**src/rtl/bp_stream_pump_in.sv**
```systemverilog
// bp_stream_pump_in
// -----------------
// Receive-side stream pump. Accepts memory messages from the bus as a header
// plus data beats, and presents them to a consuming FSM one beat at a time.
// Each FSM beat carries a per-beat address and a beat index within the block.
// A multi-beat message that carries no payload on the bus is expanded into one
// FSM beat per stream word. The bus-to-FSM path is purely combinational, so
// there is no added latency, no buffering, and backpressure passes straight
// through.
//
// Header layout (LSB first):
//   [3:0]                      msg_type
//   [4 +: paddr_width_p]       addr
//   [4+paddr_width_p +: 3]     size   (message bytes = 1 << size)
//   [7+paddr_width_p +: payload_width_p]  opaque payload, passed through
//
// Ports:
//   clk_i           clock
//   reset_i         asynchronous active-low reset
//   mem_header_i    bus header
//   mem_data_i      bus data beat
//   mem_v_i         bus valid
//   mem_ready_and_o bus ready
//   fsm_header_o    bus header with the addr replaced by the per-beat address
//   fsm_data_o      beat data (passed through from the bus)
//   fsm_v_o         FSM beat valid
//   fsm_yumi_i      FSM consumes the beat (only when fsm_v_o is high)
//   cnt_o           beat index within the block
//   new_o           first beat of a message
//   last_o          final beat of a message
//   done_o          last_o & fsm_yumi_i
//
// Handshakes: the bus side is valid/ready -- a bus beat transfers in a cycle
// where mem_v_i & mem_ready_and_o; the bus keeps header and data stable while
// valid and not accepted. The FSM side is valid/yumi -- fsm_yumi_i may only be
// raised while fsm_v_o is high and means the beat is consumed in that cycle.
//
// Optional build macro: BP_STREAM_PUMP_IN_HEADER_REG_EN
//   When defined, the header of a multi-beat message is captured on the first
//   FSM yumi. The rest of the message is driven from that register, and a
//   no-payload header is released from the bus on the first beat, after which
//   the expanded beats need no bus valid.
//
// State is visible as state_q for checkers.

module bp_stream_pump_in #(
  parameter int          paddr_width_p       = 40,
  parameter int          stream_data_width_p = 64,
  parameter int          block_width_p       = 512,
  parameter int          payload_width_p     = 16,
  parameter logic [15:0] payload_mask_p      = '0,
  localparam int mem_header_width_lp = 4 + paddr_width_p + 3 + payload_width_p
) (
  input  logic                           clk_i,
  input  logic                           reset_i,
  input  logic [mem_header_width_lp-1:0] mem_header_i,
  input  logic [stream_data_width_p-1:0] mem_data_i,
  input  logic                           mem_v_i,
  output logic                           mem_ready_and_o,
  output logic [mem_header_width_lp-1:0] fsm_header_o,
  output logic [stream_data_width_p-1:0] fsm_data_o,
  output logic                           fsm_v_o,
  input  logic                           fsm_yumi_i,
  output logic [((block_width_p/stream_data_width_p) > 1 ? $clog2(block_width_p/stream_data_width_p) : 1)-1:0] cnt_o,
  output logic                           new_o,
  output logic                           last_o,
  output logic                           done_o
);

  localparam int stream_words_lp     = block_width_p / stream_data_width_p;
  localparam int data_len_width_lp   = (stream_words_lp > 1) ? $clog2(stream_words_lp) : 1;
  localparam int stream_bytes_lp     = stream_data_width_p / 8;
  localparam int stream_off_width_lp = (stream_bytes_lp > 1) ? $clog2(stream_bytes_lp) : 1;
  localparam int addr_lsb_lp         = 4;
  localparam int size_lsb_lp         = 4 + paddr_width_p;

`ifdef BP_STREAM_PUMP_IN_HEADER_REG_EN
  localparam bit hdr_reg_en_lp = 1'b1;
`else
  localparam bit hdr_reg_en_lp = 1'b0;
`endif

  typedef enum logic {
    E_READY  = 1'b0,
    E_STREAM = 1'b1
  } state_e;

  state_e state_q, state_d;
  logic [data_len_width_lp-1:0] cnt_q, cnt_d;

  // Header that drives this cycle's beat: the bus, or the captured copy.
  logic [mem_header_width_lp-1:0] src_hdr;

`ifdef BP_STREAM_PUMP_IN_HEADER_REG_EN
  logic [mem_header_width_lp-1:0] hdr_q;
  assign src_hdr = (state_q == E_STREAM) ? hdr_q : mem_header_i;
`else
  assign src_hdr = mem_header_i;
`endif

  logic [3:0]                   src_type;
  logic [paddr_width_p-1:0]     src_addr;
  logic [2:0]                   src_size;
  logic [7:0]                   msg_bytes;
  logic [7:0]                   beats_raw;
  logic                         single_beat;
  logic                         has_data;
  logic [data_len_width_lp-1:0] first_cnt;
  logic [data_len_width_lp-1:0] last_cnt;

  assign src_type  = src_hdr[3:0];
  assign src_addr  = src_hdr[addr_lsb_lp +: paddr_width_p];
  assign src_size  = src_hdr[size_lsb_lp +: 3];
  assign has_data  = payload_mask_p[src_type];
  assign first_cnt = src_addr[stream_off_width_lp +: data_len_width_lp];

  // Messages narrower than one stream word still occupy one beat.
  assign msg_bytes   = 8'd1 << src_size;
  assign beats_raw   = msg_bytes / 8'(stream_bytes_lp);
  assign single_beat = (beats_raw <= 8'd1);
  // Truncation makes last_cnt wrap modulo the block, matching the counter.
  assign last_cnt    = single_beat ? first_cnt
                                   : first_cnt + data_len_width_lp'(beats_raw - 8'd1);

  logic                         fsm_v;
  logic                         mem_rdy;
  logic                         new_b;
  logic                         last_b;
  logic [data_len_width_lp-1:0] cnt_sel;

  always_comb begin
    state_d = state_q;
    cnt_d   = cnt_q;
    fsm_v   = 1'b0;
    mem_rdy = 1'b0;
    new_b   = 1'b0;
    last_b  = 1'b0;
    cnt_sel = first_cnt;
    case (state_q)
      E_READY: begin
        fsm_v   = mem_v_i;
        new_b   = mem_v_i;
        cnt_sel = first_cnt;
        if (single_beat) begin
          mem_rdy = fsm_yumi_i;
          last_b  = 1'b1;
        end else begin
          // A no-payload header stays on the bus for the whole expansion
          // unless it has been captured locally.
          mem_rdy = (has_data || hdr_reg_en_lp) ? fsm_yumi_i : 1'b0;
          if (fsm_yumi_i) begin
            state_d = E_STREAM;
            cnt_d   = first_cnt + data_len_width_lp'(1);
          end
        end
      end
      E_STREAM: begin
        cnt_sel = cnt_q;
        last_b  = (cnt_q == last_cnt);
        if (has_data) begin
          fsm_v   = mem_v_i;
          mem_rdy = fsm_yumi_i;
        end else if (hdr_reg_en_lp) begin
          fsm_v   = 1'b1;
          mem_rdy = 1'b0;
        end else begin
          fsm_v   = mem_v_i;
          mem_rdy = fsm_yumi_i & last_b;
        end
        if (fsm_yumi_i) begin
          cnt_d = cnt_q + data_len_width_lp'(1);
          if (last_b) begin
            state_d = E_READY;
          end
        end
      end
      default: begin
        state_d = E_READY;
      end
    endcase
  end

  always_ff @(posedge clk_i or negedge reset_i) begin
    if (!reset_i) begin
      state_q <= E_READY;
      cnt_q   <= '0;
    end else begin
      state_q <= state_d;
      cnt_q   <= cnt_d;
    end
  end

`ifdef BP_STREAM_PUMP_IN_HEADER_REG_EN
  always_ff @(posedge clk_i or negedge reset_i) begin
    if (!reset_i) begin
      hdr_q <= '0;
    end else if ((state_q == E_READY) && !single_beat && fsm_yumi_i) begin
      hdr_q <= mem_header_i;
    end
  end
`endif

  // Per-beat address: the block-offset field is replaced by the beat index.
  always_comb begin
    fsm_header_o = src_hdr;
    fsm_header_o[addr_lsb_lp + stream_off_width_lp +: data_len_width_lp] = cnt_sel;
  end

  assign fsm_data_o = mem_data_i;
  assign cnt_o      = cnt_sel;

  // Outputs are combinational from the bus, so they are forced low while the
  // asynchronous reset is asserted.
  assign fsm_v_o         = reset_i & fsm_v;
  assign mem_ready_and_o = reset_i & mem_rdy;
  assign new_o           = reset_i & new_b;
  assign last_o          = reset_i & last_b;
  assign done_o          = reset_i & last_b & fsm_yumi_i;

endmodule

```
**config.mk**
```make
export PLATFORM = sky130hd
export DESIGN_NAME = bp_stream_pump_in
export DESIGN_NICKNAME = d
export VERILOG_FILES = /design/src/rtl/bp_stream_pump_in.sv
export SDC_FILE = /design/constraint.sdc
export NUM_CORES = 1
export LEC_CHECK = 0
export ABC_AREA = 1
export ABC_CLOCK_PERIOD_IN_PS = 3100
export BUFFER_PORTS_ARGS = -buffer_cell sky130_fd_sc_hd__buf_2
export CAP_MARGIN = 5
export CORE_AREA = 3 3 102 104
export CTS_CLUSTER_DIAMETER = 100
export CTS_CLUSTER_SIZE = 40
export DETAILED_ROUTE_END_ITERATION = 8
export DIE_AREA = 0 0 105 107
export SLEW_MARGIN = 25
export SYNTH_ARGS = -nofsm -noshare
export SYNTH_HDL_FRONTEND = slang
export SYNTH_SLANG_ARGS = --single-unit
```
**constraint.sdc**
```tcl
create_clock -name clk_i -period 3.1 [get_ports clk_i]
set_input_delay 0.155 -clock clk_i [delete_from_list [all_inputs] [get_ports clk_i]]
set_output_delay 0.155 -clock clk_i [all_outputs]
set_load 0.1 [all_outputs]
```
-- Word level (Yosys, flattened, before mapping)
Memory sizes are Yosys's and may differ from the RTL's.
Cells that the tools add are included.
- add/subtract/negate cells: 4
- $mul: 0
- eq/ne operators: 4
- reductions and logical operators: 1
- multiplexer cells: 19
- shift-type cells: 1
- bitwise gates (word level): 7
- divide/modulo/power cells: 0
- order comparisons: 2
- operators with widths (operator ; count):
    3-bit 2-to-1 mux ; 4
    3-bit one-hot mux with 2 select lines ; 2
    1-bit 2-to-1 mux ; 10
    1-bit by 3-bit left shift with 8-bit output, first input constant ; 1
    3-bit by 1-bit adder with 3-bit output, second input constant ; 2
    1-bit bitwise AND ; 6
    2-bit inequality test, second input constant ; 3
    1-bit one-hot mux with 2 select lines ; 3
    5-bit by 1-bit less-or-equal comparator with 1-bit output, second input constant ; 1
    4-bit by 5-bit < comparator with 1-bit output, second input constant ; 1
    3-bit adder ; 1
    3-bit equality test ; 1
    3-bit AND reduction ; 1
    3-bit by 1-bit subtractor with 3-bit output, second input constant ; 1
    1-bit NOT ; 1
- memory bits (writable): 0
- output and inout bits: 135
- memory bits (read-only): 16
- memories kept: 1
- bits in latches: 0
- flip-flop bits (word level): 4
- memories (name ; words ; bits a word ; rd ports ; clocked after memory_dff ; write ports ; RTL line ; source):
    (name not given) ; 16 ; 1 ; 1 ; 0 ; 0 ; 114 ; assign has_data = payload_mask_p[src_type];

-- Logic depth before layout (Yosys ltp)
Gate-level depths: netlist of the first run.
- depth after elaboration: 9
- depth in mapped cells: 15
- gate-level depth less buffers: 15

-- Worst setup path after synthesis of the first run
OpenSTA, ideal clock, no wires.
- kind: reg2reg
- start: register state_q
- end: register cnt_q[1]
- path slack: -0.462 ns
- clock period less this slack: 3.562 ns
- stages on the path, launching flop included: 6
- data arrival time: 3.435 ns
- required time: 2.972 ns
- cell sequence: dfrtp_1 > buf_4 > o21ai_0 > ha_1 > nand2_1 > o21ai_0
- elaborated cells on any way between the ends: 6
- classes of those cells: eq/ne: 3; mux: 1; bitwise: 1; reduce/logical: 1
- RTL lines (element ; RTL line ; source):
    from (decl) ; 88 ; state_e state_q, state_d;
    from (signal assigned) ; 188 ; state_q <= state_d;
    1-bit NOT ; - ;
    3-bit one-hot mux with 2 select lines * ; 139 ; case (state_q)
    net cnt_d[1] ; 89 ; logic [data_len_width_lp-1:0] cnt_q, cnt_d;
    to (signal assigned) ; 189 ; cnt_q <= cnt_d;
    to (decl) ; 89 ;
Mark *: on every way through the listed nets, which the timed path passes. The rest lies on a longest branch.
A chain may end at the register's enable or synchronous reset.

-- Worst setup path after layout of the first run
- start: input port mem_header_i[46]
- end: output port mem_ready_and_o
- longest elaborated chain between the ends: 9
- elaborated cells on any way between the ends: 11
- classes of those cells: add/sub: 2; order compare: 1; eq/ne: 1; shift: 1; mux: 4; bitwise: 2
- RTL lines (element ; RTL line ; source):
    from (decl) ; 56 ; input logic [mem_header_width_lp-1:0] mem_header_i,
    1-bit by 3-bit left shift with 8-bit output * ; 118 ; assign msg_bytes = 8'd1 << src_size;
    3-bit by 1-bit subtractor with 3-bit output ; 123 ; : first_cnt + data_len_width_lp'(beats_raw - 8'd1);
    3-bit adder ; 123 ;
    3-bit 2-to-1 mux ; 122 ; assign last_cnt = single_beat ? first_cnt
    3-bit equality test ; 159 ; last_b = (cnt_q == last_cnt);
    1-bit bitwise AND ; 168 ; mem_rdy = fsm_yumi_i & last_b;
    1-bit 2-to-1 mux ; 160 ; if (has_data) begin
    1-bit one-hot mux with 2 select lines * ; 139 ;
    1-bit bitwise AND * ; 215 ; assign mem_ready_and_o = reset_i & mem_rdy;
    to (decl) ; 59 ; output logic mem_ready_and_o,
Every way passes the cells marked *; elsewhere a longest branch is shown, timed or not.

==> results of run 1 <==
==> layout by cell type (no fill, tap or decap), drive strengths merged <==
cell type	count
nand2	27
o31ai	1
dfrtp	4
ha	3
inv	19
xnor2	2
dlygate4sd3	1
nand4	1
buf	23
o21ai	6
nand3	7
clkbuf	3
nor2	8
==> through the flow <==
stage	cell area, um2	setup WS (ns)
final	787	0.801
after global routing	787	0.613
after CTS	787	0.807
after detailed placement	736	0.811
after global placement	736	0.856
after floorplan	1430	0.277
==> per-layer routing <==
layer | vias to the layer above | part of all wire | track usage
li1 | 289 | - | -
met1 | 294 | 0.22 | 0.0295
met2 | 78 | 0.47 | 0.0880
met3 | 58 | 0.20 | 0.0415
met4 | 0 | 0.12 | 0.0694
met5 | - | 0 | 0
==> state kept, by name (all words and copies together), names as in the netlist <==
register  count
cnt_q         3
state_q       1
==> cells by family after synthesis <==
kind of cell | count (synthesis) | share of synthesized area
AOI/OAI and AO/OA | 7 | 0.0263
and+or+nand+nor | 43 | 0.133
adders and majority gates | 3 | 0.0263
xor gates and xnor gates | 2 | 0.0123
buffers and inverters | 148 | 0.732
DFF | 4 | 0.0702
==> area by class of cell <==
cell class / count / area, um2 / share of cell area
clock buffer: 3 / 41.3 / 0.0525
inverter: 19 / 71.3 / 0.0906
multi-input combinational: 55 / 283 / 0.359
sequential: 4 / 100 / 0.127
tap: 133 / 166 / 0.211
timing repair buffer: 24 / 125 / 0.159
==> worst max-delay path: stages <==
cell,delay [ns]
buf_2,0.18
nand3_1,0.10
ha_1,0.27
inv_1,0.04
ha_1,0.27
nand2_1,0.08
nand2_1,0.06
nand2_1,0.05
nand3_1,0.08
nor2_2,0.10
nand3_2,0.08
nand2_2,0.07
nand2_2,0.06
nor2_1,0.09
buf_2,0.43
==> worst max path at each step <==
| stage | cells past startpoint | end | start |
|---|---|---|---|
| finish | 15 | mem_ready_and_o | mem_header_i[46] |
| floorplan | 14 | done_o | mem_header_i[46] |
| detailed placement | 15 | mem_ready_and_o | mem_header_i[46] |
| global placement | 15 | done_o | mem_header_i[46] |
| global route | 15 | done_o | mem_header_i[46] |
| CTS | 15 | mem_ready_and_o | mem_header_i[46] |
==> where the power goes <==
part | switching [uW] | internal (uW) | leakage [uW]
registers | 24.1 | 72.2 | 0.0000484
logic | 363 | 79.3 | 0.000346
clock network | 27.0 | 82.8 | 0.0000216
==> summary.md, run 1 <==
| Metric | Value |
|---|---|
| Synthesized Nets | roughly 340 |
| Root buffer cell | clkbuf_8 |
| Antenna violations before repair | 0 |
| Max IR drop VDD | between 0.3 and 0.4 mV |
| CTS tree | built |
| Starting Density | 0.148 |
| Core Util, Final | 0.0816 |
| Core area | a little under 10000 um2 |
| Reg-to-reg startpoint | state_q |
| Max Slew Vio Count | 0 |
| Dpl hpwl | approximately 2.7 mm |
| Cell variety after synth | 16 |
| Fin crit share | 0.742 |
| Post-synth top cells | buf_4 (128), nand2_1 (23), inv_1 (18), nor2_1 (7) |
| Vias | 719 |
| Worst Hold Slack | around 0.13 ns |
| WL/cell | 13.1 um |
| R2r setup slk | 1.75 ns |
| Final setup violation count | 0 |
| Final WL | about 3.1 mm |
| Average size of a mapped cell | ~6.9 um2 |
| Cell Count, Final, Fillers Out | 238 |
| Ys flop type | dfrtp_1 |
| Crit Path Class | input pin to output pin |
| Routed Antenna Nets | 0 |
| Fraction of layout cells with a size suffix above 1 | 0.314 |
| Rel. slew slack | 0.664 |
| Cts hold-fix bufs | 1 |
| WP data arrival | between 2 and 2.5 ns |
| Nets | ~240 |
| Fin. Hold Viols | 0 |
| Fraction of registers with async set/reset | 1.00 |
| Lkg Pwr | between 0.0004 and 0.0005 uW |
| CP required | 2.94 ns |
| Row cnt | 36 |
| Die width | 105 um |
| Area contributors post-synth | buf_4 (67%), dfrtp_1 (7.0%), nand2_1 (6.1%), inv_1 (4.7%), ha_1 (2.6%) |
| # IOs | 266 |
| Largest net degree at the start of global routing | 11 |
| Seq cells post-synth | 4 |
| Worst Skew | ~0.00046 ns |
| Number of synthesized flops with an enable pin | 0 |
| Worst hold path depth | 2 |
| Count leader, synth | buf_4 |
| RSZ-0062 raised after global routing | false |
| All-Layer GR Usage | 0.0529 |
| Worst R2R Path Depth | 4 |
| Pwr Density | a little over 800 nW/um2 |
| Status | complete, no violations |
| Worst Tran Pin Value | just over 0.5 ns |
| Area share of the largest cell type after synthesis | 0.674 |
| Peak Freq | roughly 0.43 GHz |
| Full die area | between 10000 and 15000 um2 |
| Area leader, netlist | buf_4 |
| GRT overflow | 0 |
| Worst-skew pair later-pin latency | 0.22 ns |
| Instance count of the mapped netlist | between 200 and 250 |
| I/O Buffers | 23 |
| Layout area overhead | -44.8% |
| Die H | ~110 um |
| Hold Path End | state_q |
| Clock H-tree levels | 1 |
| Placed cells | around 230 |
| Initial drt markers | 33 |
| Fill cell count | 1159 |
| Max-cap viol count | 0 |
| Vias in the first global route | ~700 |
| Vias per cell | ~3.0 |
| Worst Hold Class | input pin to flop |
| Postcts setup bufs | 0 |
| Reg2reg end | cnt_q[2] |
| Min-Delay Startpoint | fsm_yumi_i |
| Clock transition at path regs | 0.03 ns |
| Num CTS Buffers | 3 |
| Sequential area share after synthesis | 0.0702 |
| Cell Area, Synth | 1430 um2 |
| CTS Sinks | 4 |
| First-pass GRT wire length | around 4.3 mm |
| CP startpoint kind | input pin |
| Post-CTS sizing | 0 |
| Residual DRC | 0 |
| Drt first pass iters | 4 |
| GP Congestion | 0.721 |
| Bufs on Longest Clock Path | 2 |
| Synth Warn # | 0 |
| CP Max Fanout | 10 |
| Fin crit period | between 2 and 2.5 ns |
| Setup TNS Final | 0 ns |
| Pwr Total | 648 uW |
| Ant. Diodes | 0 |
| Nature of the critical path endpoint | output pin |
Note: power is estimated with default switching activity, not from simulation.
==> run 2, diff against run 1 <==
Settings changed: ABC_CLOCK_PERIOD_IN_PS 3100 to 2120.
Clock period 3.1 ns to 2.12 ns, I/O delays scaled along.
==> summary.md, run 2 (synthesized netlist as in run 1, its figures left out) <==
| Metric | Value |
|---|---|
| Status | complete, no violations |
| Reg-to-reg startpoint | state_q |
| Worst R2R Path Depth | 5 (+1) |
| Lkg Pwr | 0.000448 uW (+7.9%) |
| # IOs | 266 (unchanged) |
| Fraction of layout cells with a size suffix above 1 | 0.417 (+0.102) |
| Cell Count, Final, Fillers Out | 241 (+1.3%) |
| Core Util, Final | 0.0925 (+0.0109) |
| Peak Freq | just over 0.5 GHz |
| Fill cell count | 1156 (-0.26%) |
| Antenna violations before repair | 0 (unchanged) |
| Nature of the critical path endpoint | output pin |
| Residual DRC | 0 (unchanged) |
| CTS Sinks | 4 (unchanged) |
| Worst-skew pair later-pin latency | 0.22 ns (about the same) |
| Routed Antenna Nets | 0 (unchanged) |
| Area of the multi-input gates | 320 um2 (+13%) |
| Vias per cell | 2.98 (-1.4%) |
| Top Registers | cnt_q: 3 flops, state_q: 1 flops |
| Root buffer cell | clkbuf_8 |
| Layout area overhead | -37.5% |
| Fin crit period | 1.96 ns |
| Fin crit share | 0.926 |
| Largest reg by FF count | cnt_q |
| Worst Hold Class | input pin to flop |
| Final WL | 2.99 mm (-4.1%) |
| Pwr Total | 1010 uW (+55%) |
| Fin. Hold Viols | 0 (unchanged) |
| Dpl hpwl | 2.63 mm (-3.7%) |
| Rel. slew slack | 0.660 (-0.00382) |
| Full die area | 11200 um2 (unchanged) |
| Bufs on Longest Clock Path | 2 (unchanged) |
| Min-Delay Startpoint | fsm_yumi_i |
| CP required | 2.01 ns (-0.93 ns) |
| Row cnt | 36 (unchanged) |
| Vias in the first global route | 743 (+3.8%) |
| R2r setup slk | 0.80 ns (-0.95 ns) |
| GRT overflow | 0 (unchanged) |
| Final setup violation count | 0 (unchanged) |
| Die width | 105 um (unchanged) |
| First-pass GRT wire length | 4.27 mm (-1.4%) |
| CTS tree | built |
| Starting Density | 0.148 (unchanged) |
| Reg2reg end | cnt_q[2] |
| CP Max Fanout | 3 (-7) |
| Core area | 9640 um2 (unchanged) |
| Max-cap viol count | 0 (unchanged) |
| WL/cell | 12.4 um (-5.3%) |
| Max FFs per register | 3 (unchanged) |
| Most frequent cells in the layout | nand2_1 (23), buf_2 (20), inv_1 (15) |
| Pwr Density | 1130 nW/um2 (+37%) |
| Clock H-tree levels | 1 (unchanged) |
| Worst Hold Slack | 0.0991 ns (-0.0329 ns) |
| Clock transition at path regs | 0.03 ns (about the same) |
| GP Congestion | 0.688 (-4.6%) |
| I/O Buffers | 23 (unchanged) |
| Die H | 107 um (unchanged) |
| Hold Path End | state_q |
| Worst Skew | 0.00255 ns (+0.00209 ns) |
| Crit Path Class | input pin to output pin |
| Initial drt markers | 21 (-36%) |
| Placed cells | 236 (+0.85%) |
| Vias | 718 (-0.14%) |
| Nets | 244 (+1.2%) |
| Most common cell after layout, fill and taps aside | nand2_1 |
| Ant. Diodes | 0 (unchanged) |
| Worst Tran Pin Value | 0.514 ns (+0.00576 ns) |
| Max IR drop VDD | 0.608 mV (+65%) |
| Worst hold path depth | 2 (unchanged) |
| Largest net degree at the start of global routing | 10 (-1) |
| Num CTS Buffers | 3 (unchanged) |
| Max Slew Vio Count | 0 (unchanged) |
| WP data arrival | 1.86 ns (-0.28 ns) |
| Drt first pass iters | 4 (unchanged) |
| All-Layer GR Usage | 0.0522 (-0.000642) |
| Sequential cell area | 100 um2 (unchanged) |
| CP startpoint kind | input pin |
==> run 2: cell types whose count changed in the layout (fill, tap and decap cells not counted) <==
| cell | before | now |
|---|---|---|
| buf_12 | 0 | 3 |
| buf_2 | 23 | 20 |
| buf_4 | 0 | 3 |
| inv_1 | 18 | 15 |
| inv_2 | 1 | 4 |
| nand2_2 | 4 | 3 |
| nand2_4 | 0 | 1 |
| nand3_1 | 6 | 4 |
| nand3_2 | 1 | 3 |
| nor2_1 | 7 | 5 |
| nor2_4 | 0 | 2 |
| o21ai_1 | 2 | 0 |
| o21ai_2 | 0 | 2 |
==> run 2: routing by layer <==
metal,routed length [um],up-vias,track usage
met5,0,-,0
met4,355,0,0.0750
met3,527,57,0.0361
met2,1350,85,0.0811
met1,755,281,0.0342
li1,-,295,-
==> run 2: area by class of cell <==
type / count / area share
Clock buffer: 3 / 0.0463
Multi-Input combinational cell: 55 / 0.359
Sequential cell: 4 / 0.112
Inverter: 19 / 0.0799
Timing Repair Buffer: 27 / 0.216
Tap cell: 133 / 0.187
==> run 2: power breakdown <==
| part | internal, uW | total [uW] | switching [uW] | leakage (uW) |
|---|---|---|---|---|
| clock | 121 | 162 | 40.5 | 0.0000216 |
| sequential | 105 | 142 | 36.4 | 0.0000484 |
| combinational | 151 | 703 | 552 | 0.000378 |
| total | 378 | 1010 | 628 | 0.000448 |
==> run 2: metrics by stage <==
step / setup TNS, ns / area (um2) / worst slack, ns
after detailed placement: 0 / 808 / 0.120
after CTS: 0 / 860 / 0.119
after floorplan: -0.286 / 1440 / -0.143
final: 0 / 892 / 0.156
after global routing: -0.0208 / 892 / -0.0208
after global placement: 0 / 808 / 0.144
==> run 2: what timing repair did <==
action                     CTS  global route
hold endpoints to repair     4             0
setup endpoints to repair    0             3
resized for setup            0             8
buffers inserted             0             1
hold buffers                 1             0
==> run 2: critical path, stage by stage <==
cell,delay (ns)
buf_2,0.11
inv_2,0.06
nand3_2,0.07
ha_1,0.27
inv_1,0.04
ha_1,0.28
nand2_1,0.08
nand2_1,0.05
nand2_1,0.06
nand3_2,0.06
nor2_2,0.11
nand3_2,0.08
nand2_2,0.09
nand2_4,0.07
nor2_4,0.13
buf_12,0.18
==> run 2: worst max-delay path by stage <==
stage                                start         endpoint  depth (start not counted)  slack (ns)
after global placement    mem_header_i[45]           done_o                         16        0.14
after CTS                 mem_header_i[45]  mem_ready_and_o                         16        0.12
after floorplan           mem_header_i[46]           done_o                         14       -0.14
final                     mem_header_i[45]  mem_ready_and_o                         16        0.16
after detailed placement  mem_header_i[45]  mem_ready_and_o                         16        0.12
after global routing      mem_header_i[45]  mem_ready_and_o                         16       -0.02
